<file path="src/rtl/complex_addsub.sv">
// rtl/complex_addsub.sv - registered complex adder/subtractor with per-component overflow
//
// Optional build macro: COMPLEX_ADDSUB_SATURATE_EN (clamp overflowing components).
// Ports:
//   clk       - clock, all state on rising edge
//   rst       - synchronous active-high reset
//   in_valid  - a, b, op valid this cycle
//   a, b      - packed signed complex operands {re[2W-1:W], im[W-1:0]}
//   op        - 0 = a+b, 1 = a-b (applies to both components)
//   s         - registered result {re, im}
//   out_valid - s and flags valid this cycle
//   ovf_re    - real component signed overflow
//   ovf_im    - imaginary component signed overflow
module complex_addsub #(
  parameter int W = 8
) (
  input  logic           clk,
  input  logic           rst,
  input  logic           in_valid,
  input  logic [2*W-1:0] a,
  input  logic [2*W-1:0] b,
  input  logic           op,
  output logic [2*W-1:0] s,
  output logic           out_valid,
  output logic           ovf_re,
  output logic           ovf_im
);

  logic [2*W-1:0] s_q, s_d;
  logic           valid_q;
  logic           ovf_re_q, ovf_re_d;
  logic           ovf_im_q, ovf_im_d;

  logic [W:0] re_full, im_full;
  logic [W-1:0] re_res, im_res;

  // W+1-bit add/subtract; subtraction is a + ~b + 1 so the most negative
  // operand is handled without a separate negation step.
  function automatic logic [W:0] addsub(input logic [W-1:0] x, input logic [W-1:0] y,
                                        input logic sub);
    logic [W:0] xe, ye;
    xe = {x[W-1], x};
    ye = {y[W-1], y};
    if (sub) begin
      ye = ~ye;
    end
    return xe + ye + {{W{1'b0}}, sub};
  endfunction

  // Bit W holds the true sign of the full result, so it picks the clamp
  // direction when the component overflows.
  function automatic logic [W-1:0] fit(input logic [W:0] full);
    logic [W-1:0] r;
    r = full[W-1:0];
`ifdef COMPLEX_ADDSUB_SATURATE_EN
    if (full[W] != full[W-1]) begin
      r = full[W] ? {1'b1, {(W-1){1'b0}}} : {1'b0, {(W-1){1'b1}}};
    end
`endif
    return r;
  endfunction

  always_comb begin
    re_full  = addsub(a[2*W-1:W], b[2*W-1:W], op);
    im_full  = addsub(a[W-1:0], b[W-1:0], op);
    re_res   = fit(re_full);
    im_res   = fit(im_full);
    s_d      = {re_res, im_res};
    ovf_re_d = re_full[W] ^ re_full[W-1];
    ovf_im_d = im_full[W] ^ im_full[W-1];
  end

  always_ff @(posedge clk) begin
    if (rst) begin
      s_q      <= '0;
      valid_q  <= 1'b0;
      ovf_re_q <= 1'b0;
      ovf_im_q <= 1'b0;
    end else begin
      valid_q <= in_valid;
      // Result and flags only load on valid input and otherwise hold.
      if (in_valid) begin
        s_q      <= s_d;
        ovf_re_q <= ovf_re_d;
        ovf_im_q <= ovf_im_d;
      end
    end
  end

  assign s         = s_q;
  assign out_valid = valid_q;
  assign ovf_re    = ovf_re_q;
  assign ovf_im    = ovf_im_q;

endmodule

</file>
<file path="config.mk">
export PLATFORM = sky130hd
export DESIGN_NAME = complex_addsub
export DESIGN_NICKNAME = d
export VERILOG_FILES = /design/src/rtl/complex_addsub.sv
export SDC_FILE = /design/constraint.sdc
export NUM_CORES = 1
export LEC_CHECK = 0
export BUFFER_PORTS_ARGS = -buffer_cell sky130_fd_sc_hd__buf_2
export CAP_MARGIN = 20
export CORE_MARGIN = 5
export CORE_UTILIZATION = 40
export DETAILED_ROUTE_END_ITERATION = 12
export GPL_ROUTABILITY_DRIVEN = 0
export PLACE_DENSITY = 0.72
export SKIP_CTS_REPAIR_TIMING = 1
export SYNTH_ARGS = -nofsm -noshare
export SYNTH_HDL_FRONTEND = slang
export SYNTH_SLANG_ARGS = --single-unit
</file>
<file path="constraint.sdc">
create_clock -name clk -period 3.1 [get_ports clk]
set_clock_uncertainty 0.05 [all_clocks]
set_input_delay 0.465 -clock clk [delete_from_list [all_inputs] [get_ports clk]]
set_output_delay 0.465 -clock clk [all_outputs]
set_load 0.02 [all_outputs]
</file>
---- After elaboration in Yosys (flattened, before gate mapping) ----
Cells that the tools add are included.
storage, ports and cells
  register bits after elaboration ......... 19
  bits in latches ......................... 0
  memory bits (writable) .................. 0
  memory bits (read-only) ................. 0
  input port bits ......................... 36
  output and inout bits ................... 19
  logic and storage cells ................. 14
  memories ................................ 0
cells by class
  add/subtract/negate cells ............... 4
  multiply operators ...................... 0
  divide/modulo/power cells ............... 0
  magnitude comparators ................... 0
  eq/ne operators ......................... 0
  shift operators ......................... 0
  muxes and demuxes ....................... 2
  bitwise logic cells ..................... 4
  reduce and logical (&&, ||, !) cells .... 0
operators with widths
  cell           number
  $add A9 B1 Y9  2
  $add A9 B9 Y9  2
  $mux W9        2
  $not A9 Y9     2
  $xor A1 B1 Y1  2

---- Logic depth before layout (Yosys ltp) ----
Gate-level depths: netlist of run 1.
  word-level depth ........................ 5
  depth in mapped cells ................... 9
  depth with buffers taken out ............ 8

---- Worst setup path after synthesis of run 1 ----
OpenSTA, ideal clock, no wires.
  path kind ............................... input port to flip-flop
  from .................................... in op
  to ...................................... reg ovf_re_q, in the netlist ovf_re
  setup time .............................. 79 ps
  data arrival time ....................... 2326 ps
  data required time ...................... 2971 ps
  slack ................................... 645 ps
  cell stages on the path ................. 9
  buffers on the path ..................... 2
  path through ............................ buf_6 buf_2 xor2_1 ha_1 and2_1 a221o_1 a31o_1 xor2_1 a211oi_2
between the ends
  longest elaborated chain between the ends .. 4
RTL lines
  element               RTL line  text
  from (decl)           22        input logic op,
  $mux W9               44        if (sub) begin
  $add A9 B9 Y9         47        return xe + ye + {{W{1'b0}}, sub};
  $add A9 B1 Y9 (*)     47
  $xor A1 B1 Y1 (*)     69        ovf_re_d = re_full[W] ^ re_full[W-1];
  to (signal assigned)  84        ovf_re_q <= ovf_re_d;
  to (decl)             31        logic ovf_re_q, ovf_re_d;
Mark *: on every way between the ends. The rest lies on a longest branch, timed or not.
A chain may end at the register's enable or synchronous reset.

---- Worst setup path after layout of run 1 ----
Same ends and word-level chain as after synthesis.

==> metrics.md, run 1 <==
| Metric | Value |
|---|---|
| FP Rows | 21 |
| Placement-stage cell area | about 0.0017 mm^2 |
| Final hold slack | 0.4371 ns |
| CTS tree | yes |
| Peak supply drop | between 200 and 300 uV |
| YS warnings | 0 |
| Layout cells sized above 1 | between 20% and 30% |
| Final worst path period share | around three quarters |
| Area growth from synthesis to final layout | 22.31% |
| Fin Setup TNS | 0 ns |
| Max Cap Viol | 0 |
| Count of cell types in the netlist | 29 |
| CP required | 3.27 ns |
| Flop2flop setup slack | 2.10 ns |
| Via count of the first global-routing pass | around 1200 |
| Net count, final | 262 |
| Vias per inst | 4.898 |
| Worst-Margin Slew | 0.5002 ns |
| Commonest non-fill, non-tap cell in the layout | buf_2 |
| Critical R2R Launch | s[15] |
| Largest net degree at the start of global routing | 28 |
| Global-route wire length before repair | 4995 um |
| Post-route ant nets | 0 |
| All-Layer GR Usage | 12.08% |
| DIE AREA | 0.004871 mm^2 |
| I/O pin total | 55 |
| Crit start category | input pin |
| Fillers | 362 |
| Relative slew slack | 66.65% |
| R2R Path End | s[15] |
| Met3 Wirelength | 137 um |
| Final setup fails | 0 |
| Post-synthesis average cell area | 9.051 um^2 |
| Fin crit period | between 2 and 2.5 ns |
| Routed WL per cell | 11.52 um |
| Initial core utilization | 42.19% |
| Post-synth EDFFs | 0 |
| Commonest non-fill, non-tap cells in the layout | 54 x buf_2, 24 x xor2_1, 19 x dfxtp_1, 17 x nor2_1, 14 x ha_1 |
| Die Wd | 69.80 um |
| Area of the multi-input gates | approximately 1000 um^2 |
| Fmax | 0.4291 GHz |
| DRC | 0 |
| Drt first pass iters | 4 |
| Clock buffer count from CTS | 3 |
| Final Cell Area | 0.001749 mm^2 |
| Crit path launch | op |
| Finished Layout Cells | roughly 260 |
| Maximum level of the CTS H-tree | 1 |
| Clock Latency Late Sink | 0.28 ns |
| RSZ-0062 raised after global routing | false |
| Vias | 1249 |
| Port bufs | 54 |
| DR iter-0 viols | 83 |
| Die H | 69.80 um |
| Post-synthesis sequential area ratio | a little over a quarter |
| Final-report hold violation count | 0 |
| Crit path max fanout | 16 |
| Synth Register Bits | 19 |
| Setup crit end kind | flip-flop |
| Setup CP Type | input pin to flip-flop |
| Ys flop type | dfxtp_1 |
| Syn_nets | 210 |
| Power density cells | 432.9 mW/mm^2 |
| DR WL met2 | roughly 1400 um |
| Cell chain of the critical path | buf_2 -> xor2_1 -> inv_1 -> fa_1 -> nand2b_1 -> a21oi_1 -> a21oi_1 -> xor2_1 -> a211oi_2 |
| DR top layer | met3 |
| Max stage delay on crit path | ~0.42 ns |
| Clk slew on worst S/H paths | 0.10 ns |
| Reg2reg path depth | 2 |
| Met1 wire length | roughly 1400 um |
| Post-synthesis async set-or-reset flop share | 0% |
| Mapped cell area | 0.001430 mm^2 |
| Global route total overflow | 0 |
| Clk sinks | 19 |
| Hpwl dp | 2413 um |
| Min-Delay Path Class | flip-flop to flip-flop |
| Placed cells | around 250 |
| Post-Syn Instances | 158 |
| CP Data Arrival Time | ~2.5 ns |
| Run status | completed |
| N_diodes | 0 |
| Final Power | 757.3 uW |
| Core ar. | ~0.0034 mm^2 |
| Clk buf depth | 2 |
| DRT Wirelength | about 2900 um |
| FF/Latch Area | 380.4 um^2 |
| Slowest-stage cell, CP | fa_1 |
| Worst setup path end | ovf_re |
| Clock Tree Root | clkbuf_4 |
| Initial antenna violation count | 0 |
| Slew Limit Fails | 0 |
| Static Leakage | 0.8919 nW |
-- layout make-up --
cell class	instances	area share [%]
Sequential cell	19	21.75
Inverter	5	1.073
Tap cell	46	3.290
Clock buffer	4	1.502
Multi-Input combinational cell	127	56.94
Timing Repair Buffer	54	15.45
-- cell families (layout without fill, tap and decap cells) --
logic type      Yosys count  in the layout  synth area share [%]
simple gates             39             39                 13.65
compound gates           36             36                 18.20
xor+xnor                 28             28                 17.15
flops                    19             19                 26.60
fa+ha+maj                16             16                 15.05
buf+inv                  12             63                 3.762
mux                       8              8                 5.600
-- metrics by stage --
stage | util, % | setup WS, ns
2_1_floorplan | - | 0.6451
3_3_place_gp | 50.83 | 0.4864
3_5_place_dp | 50.83 | 0.4765
4_1_cts | 51.61 | 0.7730
5_1_grt | 51.61 | 0.6019
6_report | 51.61 | 0.7696
-- worst min path at each step --
stage | slack [ns] | startpoint | cells past startpoint | endpoint
after global routing | 0.43 | a[0] | 3 | s[0]
after detailed placement | 0.42 | s[6] | 2 | s[6]
final | 0.44 | s[6] | 2 | s[6]
after global placement | 0.42 | s[6] | 2 | s[6]
after CTS | 0.43 | a[0] | 3 | s[0]
after floorplan | 0.50 | s[1] | 2 | s[1]
-- cells in the mapped netlist (all sizes together) (4+ instances only) --
cell type / number / area, um^2
a211oi: 6 / 55.05
xor2: 24 / 210.2
a21o: 6 / 45.04
o22ai: 4 / 25.02
nand2: 6 / 22.52
mux2i: 8 / 80.08
xnor2: 4 / 35.03
a31o: 4 / 35.04
inv: 5 / 18.77
ha: 14 / 175.2
and2: 4 / 25.02
dfxtp: 19 / 380.4
nand2b: 8 / 50.05
clkbuf: 5 / 18.77
nor2: 17 / 63.81
a21oi: 8 / 40.04
-- flip-flops by register name (all words and copies together), names as in the netlist --
register	cells
ovf_re	1
ovf_im	1
s	16
out_valid	1
-- routing by layer --
layer  vias to the layer above  track usage, %
li1                        657               -
met1                       572           14.87
met2                        20           21.51
met3                         0           3.768
met4                         0          0.6383
met5                         -               0
-- power by group --
group	switching (mW)	internal, mW	total [mW]
clock network	0.0674	0.0499	0.117
registers	0.0164	0.276	0.293
logic	0.194	0.153	0.347
total	0.278	0.480	0.757
-- worst max-delay path, delay by kind of cell --
kind / cells / cell delay (ns)
compound gates: 3 / 0.60
buf+inv: 2 / 0.44
simple gates: 1 / 0.16
xor+xnor: 2 / 0.41
fa+ha+maj: 1 / 0.42
Note: power is estimated with default switching activity, not from simulation.
==> inputs of run 2 (changes only) <==
Clock period 3.1 ns to 2.3 ns, I/O delays scaled along.
==> run 2 against run 1 <==
Net effect: highest routed layer is now met4; largest power group unchanged; hold slack got worse by 0.13 ns; cell count rose by 5.1%; sequential power rose by 34%; first-iteration DRC count fell by 46%.
==> metrics.md, run 2 (synthesized netlist as in run 1, its figures left out) <==
| Metric | Value |
|---|---|
| Fmax | 0.4913 GHz |
| Final Util | 54.85% (was 51.61%) |
| N_diodes | 0 (unchanged) |
| Area growth from synthesis to final layout | 30.01% (was 22.31%) |
| Largest net degree at the start of global routing | 28 (unchanged) |
| Power density cells | 580.7 mW/mm^2 (was 432.9 mW/mm^2) |
| Die H | 69.80 um (unchanged) |
| Global route total overflow | 0 (unchanged) |
| FP Rows | 21 (unchanged) |
| Port bufs | 54 (unchanged) |
| M2 GR Usage | 23.82% (was 21.51%) |
| Switching portion of total power | 36.62% (was 36.66%) |
| Maximum level of the CTS H-tree | 1 (unchanged) |
| Fillers | 342 (was 362) |
| Clock Power Share | 15.5% (about the same) |
| Internal | 684.4 uW (was 479.7 uW) |
| Final Power | 1.080 mW (was 757.3 uW) |
| Fin crit period | 2.036 ns |
| Final setup fails | 0 (unchanged) |
| Met3 Resource Use GR | 4.493% (was 3.768%) |
| Final WS setup | 0.2645 ns (was 0.7696 ns) |
| Peak supply drop | 297.3 uV (was 264.3 uV) |
| Max Cap Viol | 0 (unchanged) |
| Clock Tree Root | clkbuf_4 (unchanged) |
| GR Util met1 | 16.05% (was 14.87%) |
| Slew Limit Fails | 0 (unchanged) |
| Post-route ant nets | 0 (unchanged) |
| Min-Delay Startpoint | a[0] (was s[6]) |
| DP Worst Slack | -0.04987 ns (was 0.4765 ns) |
| Setup crit end kind | flip-flop (unchanged) |
| Clk buf depth | 2 (unchanged) |
| Largest register FFs | 16 (unchanged) |
| All-Layer GR Usage | 13.50% (was 12.08%) |
| Drt first pass iters | 4 (unchanged) |
| Hpwl dp | 2623 um (was 2413 um) |
| CP Data Arrival Time | 2.21 ns (was 2.50 ns) |
| Area of the multi-input gates | 996.0 um^2 (unchanged) |
| Commonest non-fill, non-tap cells in the layout | 54 x buf_2, 24 x xor2_1, 19 x dfxtp_1, 17 x nor2_1, 14 x ha_1 (unchanged) |
| Crit path launch | op (unchanged) |
| DRC | 0 (unchanged) |
| Final worst path period share | 88.50% |
| Clk slew on worst S/H paths | 0.11 ns (was 0.10 ns) |
| Static Leakage | 0.9593 nW (was 0.8919 nW) |
| Relative slew slack | 66.17% (was 66.65%) |
| Via count of the first global-routing pass | 1294 (was 1157) |
| Routed WL per cell | 12.01 um (was 11.52 um) |
| Setup CP Type | input pin to flip-flop (unchanged) |
| I/O pin total | 55 (unchanged) |
| Final-report hold violation count | 0 (unchanged) |
| Critical R2R Launch | s[15] (unchanged) |
| Final hold slack | 0.3100 ns (was 0.4371 ns) |
| Clock Latency Late Sink | 0.29 ns (was 0.28 ns) |
| FF/Latch Area | 380.4 um^2 (unchanged) |
| Run status | completed (unchanged) |
| Initial antenna violation count | 0 (unchanged) |
| DR iter-0 viols | 45 (was 83) |
| Final Cell Area | 0.001859 mm^2 (was 0.001749 mm^2) |
| DRT Wirelength | 3219 um (was 2937 um) |
| Crit start category | input pin (unchanged) |
| Gate power share | 48.1% (was 45.8%) |
| Vias per inst | 4.974 (was 4.898) |
| Initial core utilization | 42.19% (unchanged) |
| RSZ-0062 raised after global routing | false (unchanged) |
| CTS tree | yes (unchanged) |
| Commonest non-fill, non-tap cell in the layout | buf_2 (unchanged) |
| Min-Delay Path Class | input pin to flip-flop (was flip-flop to flip-flop) |
| Sequential power share | 36.4% (was 38.7%) |
| Vias | 1333 (was 1249) |
| Core ar. | 0.003390 mm^2 (unchanged) |
| Clk sinks | 19 (unchanged) |
| Clock buffer count from CTS | 3 (unchanged) |
| Crit path max fanout | 10 (was 16) |
| Top Usage Layer GRT | met2 (unchanged) |
| DIE AREA | 0.004871 mm^2 (unchanged) |
| Die Wd | 69.80 um (unchanged) |
| Finished Layout Cells | 268 (was 255) |
| Global-route wire length before repair | 5568 um (was 4995 um) |
| Net Switching | 395.3 uW (was 277.6 uW) |
| Worst-Margin Slew | 0.5075 ns (was 0.5002 ns) |
| Placement-stage cell area | 0.001833 mm^2 (was 0.001723 mm^2) |
| Placed cells | 264 (was 251) |
| Net count, final | 275 (was 262) |
| CP required | 2.48 ns (was 3.27 ns) |
| Fin Setup TNS | 0 ns (unchanged) |
| Layout cells sized above 1 | 33.78% (was 29.67%) |
run 2: path summary, 6_finish.rpt:
path | end | slack, ns | cells past startpoint
min reg2reg | s[6] | 0.44 | 2
max reg2reg | s[15] | 1.30 | 2
max | ovf_im | 0.26 | 10
min | s[0] | 0.31 | 3
run 2: metal layers:
| metal | share of wire [%] | routed length [um] |
|---|---|---|
| met3 | 5.2 | 167 |
| met2 | 52 | 1664 |
| met1 | 42 | 1361 |
| met5 | 0 | 0 |
| met4 | 0.81 | 26 |
run 2: critical path, cell delays in order:
cell,delay [ns]
buf_2,0.12
buf_12,0.14
xor2_1,0.21
inv_1,0.09
fa_1,0.42
nand2b_1,0.16
a21oi_1,0.22
a21oi_1,0.12
xor2_1,0.16
a211oi_2,0.21
run 2: cell type report:
| cell class | instances | area share [%] |
|---|---|---|
| multi-input cells | 127 | 53.57 |
| well taps | 46 | 3.096 |
| repair buffers | 67 | 20.46 |
| inverters | 5 | 1.009 |
| clock buffers | 4 | 1.413 |
| flip-flops and latches | 19 | 20.46 |
run 2: power groups by stage:
stage,logic (mW),clock network (mW),registers [mW]
global placement,0.512,0,0.401
global route,0.580,0.188,0.400
detailed placement,0.520,0,0.402
floorplan,0.294,0,0.454
finish,0.519,0.168,0.393
CTS,0.524,0.172,0.394
==> inputs of run 3 (changes only) <==
Settings changed: RECOVER_POWER set to 25.
==> run 3 against run 2 <==
Net effect: cell count is the same; critical path type unchanged; sequential cell count is the same; hold slack is the same; sequential share of layout area grew 0.097 points.
==> metrics.md, run 3 (synthesized netlist as in run 1, its figures left out) <==
| Metric | Value |
|---|---|
| Clock buffer count from CTS | 3 (unchanged) |
| Hold endpoint | s[0] (unchanged) |
| DIE AREA | 0.004871 mm^2 (unchanged) |
| Initial antenna violation count | 0 (unchanged) |
| Die Wd | 69.80 um (unchanged) |
| DRC | 0 (unchanged) |
| Core ar. | 0.003390 mm^2 (unchanged) |
| Vias per inst | 4.966 (was 4.974) |
| Fin crit period | 2.050 ns (was 2.036 ns) |
| Routed WL per cell | 12.05 um (was 12.01 um) |
| Critical R2R Launch | s[15] (unchanged) |
| Commonest non-fill, non-tap cells in the layout | 47 x buf_2, 24 x xor2_1, 19 x dfxtp_1, 17 x nor2_1, 14 x ha_1 (was 54 x buf_2, 24 x xor2_1, 19 x dfxtp_1, 17 x nor2_1, 14 x ha_1) |
| Clk slew on worst S/H paths | 0.10 ns (was 0.11 ns) |
| Sequential power share | 36.5% (was 36.4%) |
| Vias | 1331 (was 1333) |
| Clock Power Share | 15.6% (was 15.5%) |
| GR Util met1 | 16.05% (unchanged) |
| Net count, final | 275 (unchanged) |
| Worst-Margin Slew | 1.212 ns (was 0.5075 ns) |
| Global-route wire length before repair | 5568 um (unchanged) |
| DP Worst Slack | -0.04987 ns (unchanged) |
| Setup CP Type | input pin to flip-flop (unchanged) |
| Final WS setup | 0.2503 ns (was 0.2645 ns) |
| Final setup fails | 0 (unchanged) |
| Static Leakage | 0.9335 nW (was 0.9593 nW) |
| Post-route ant nets | 0 (unchanged) |
| Net Switching | 396.2 uW (was 395.3 uW) |
| Reg2reg path depth | 2 (unchanged) |
| CTS tree | yes (unchanged) |
| Setup crit end kind | flip-flop (unchanged) |
| Largest register FFs | 16 (unchanged) |
| I/O pin total | 55 (unchanged) |
| All-Layer GR Usage | 13.50% (unchanged) |
| Die H | 69.80 um (unchanged) |
| Clock Latency Late Sink | 0.29 ns (about the same) |
| Maximum level of the CTS H-tree | 1 (unchanged) |
| Final hold slack | 0.3100 ns (unchanged) |
| R2R Path End | s[15] (unchanged) |
| Clock Tree Root | clkbuf_4 (unchanged) |
| CP required | 2.48 ns (about the same) |
| Layout cells sized above 1 | 30.63% (was 33.78%) |
| Drt first pass iters | 4 (unchanged) |
| DRT Wirelength | 3229 um (was 3219 um) |
| Final worst path period share | 89.12% (was 88.50%) |
| Port bufs | 54 (unchanged) |
| Top Usage Layer GRT | met2 (unchanged) |
| Commonest non-fill, non-tap cell in the layout | buf_2 (unchanged) |
| CP Data Arrival Time | 2.23 ns (was 2.21 ns) |
| M2 GR Usage | 23.82% (unchanged) |
| Global route total overflow | 0 (unchanged) |
| Flop2flop setup slack | 1.29 ns (was 1.30 ns) |
| Fmax | 0.4879 GHz (was 0.4913 GHz) |
| N_diodes | 0 (unchanged) |
| Met3 Resource Use GR | 4.493% (unchanged) |
| Run status | completed (unchanged) |
| RSZ-0062 raised after global routing | false (unchanged) |
| Hpwl dp | 2623 um (unchanged) |
| Clk sinks | 19 (unchanged) |
| Via count of the first global-routing pass | 1294 (unchanged) |
| Crit path max fanout | 10 (unchanged) |
| Clk buf depth | 2 (unchanged) |
| Area growth from synthesis to final layout | 29.40% (was 30.01%) |
| Crit start category | input pin (unchanged) |
| Min-Delay Startpoint | a[0] (unchanged) |
| Max Cap Viol | 0 (unchanged) |
| Largest net degree at the start of global routing | 28 (unchanged) |
| Slew Limit Fails | 0 (unchanged) |
| Power density cells | 582.0 mW/mm^2 (was 580.7 mW/mm^2) |
| Switching portion of total power | 36.79% (was 36.62%) |
| Hold path depth | 3 (unchanged) |
| Initial core utilization | 42.19% (unchanged) |
| FP Rows | 21 (unchanged) |
| DR iter-0 viols | 57 (was 45) |
| Relative slew slack | 19.17% (was 66.17%) |
| Final-report hold violation count | 0 (unchanged) |
| Min-Delay Path Class | input pin to flip-flop (unchanged) |
| Internal | 680.9 uW (was 684.4 uW) |
| Peak supply drop | 297.4 uV (was 297.3 uV) |
| Gate power share | 47.9% (was 48.1%) |
[run 3: cell count changes in the layout (fill, tap and decap cells not counted)]
cell | before | now
buf_2 | 54 | 47
clkbuf_1 | 1 | 8
[run 3: worst max-delay path by stage]
stage / startpoint / to / slack [ns] / depth (start not counted)
global placement: op / ovf_im / 0.02 / 9
detailed placement: op / ovf_im / -0.05 / 10
floorplan: op / ovf_re / 0.001 / 9
finish: op / s[4] / 0.25 / 11
CTS: op / ovf_im / 0.24 / 10
global route: op / s[4] / 0.03 / 11
[run 3: per-layer routing]
layer  wire length [um]  share of wire [%]
met5                  0                  0
met4                 26               0.81
met3                167                5.2
met2               1664                 52
met1               1370                 42
[run 3: layout make-up]
cell class,instances,area (um^2)
Multi-Input combinational cell,127,996.0
Timing Repair Buffer,67,371.6
Sequential cell,19,380.4
Tap cell,46,57.56
Inverter,5,18.77
Fill cell,349,1539
Clock buffer,4,26.28
[run 3: per-stage QoR]
step	total power [mW]	setup TNS, ns	utilization, %	instance area (um^2)	cells
2_1_floorplan	0.7483	0	-	1433	158
3_3_place_gp	0.9132	0	54.08	1833	264
3_5_place_dp	0.9216	-0.1244	54.08	1833	264
4_1_cts	1.091	0	54.85	1859	268
5_1_grt	1.166	0	54.60	1851	268
6_report	1.077	0	54.60	1851	268
[run 3: worst max-delay path, stage by stage]
cell,delay [ns]
buf_2,0.12
buf_12,0.14
xor2_1,0.21
inv_1,0.09
fa_1,0.42
nand2b_1,0.16
a21oi_1,0.22
buf_4,0.16
xor2_1,0.15
mux2i_1,0.09
nor2_1,0.12
[run 3: power by group through the flow]
stage / Sequential (mW) / Clock (mW) / Combinational, mW
finish: 0.394 / 0.168 / 0.516
global route: 0.401 / 0.188 / 0.577
CTS: 0.394 / 0.172 / 0.524
detailed placement: 0.402 / 0 / 0.520
global placement: 0.401 / 0 / 0.512
floorplan: 0.454 / 0 / 0.294
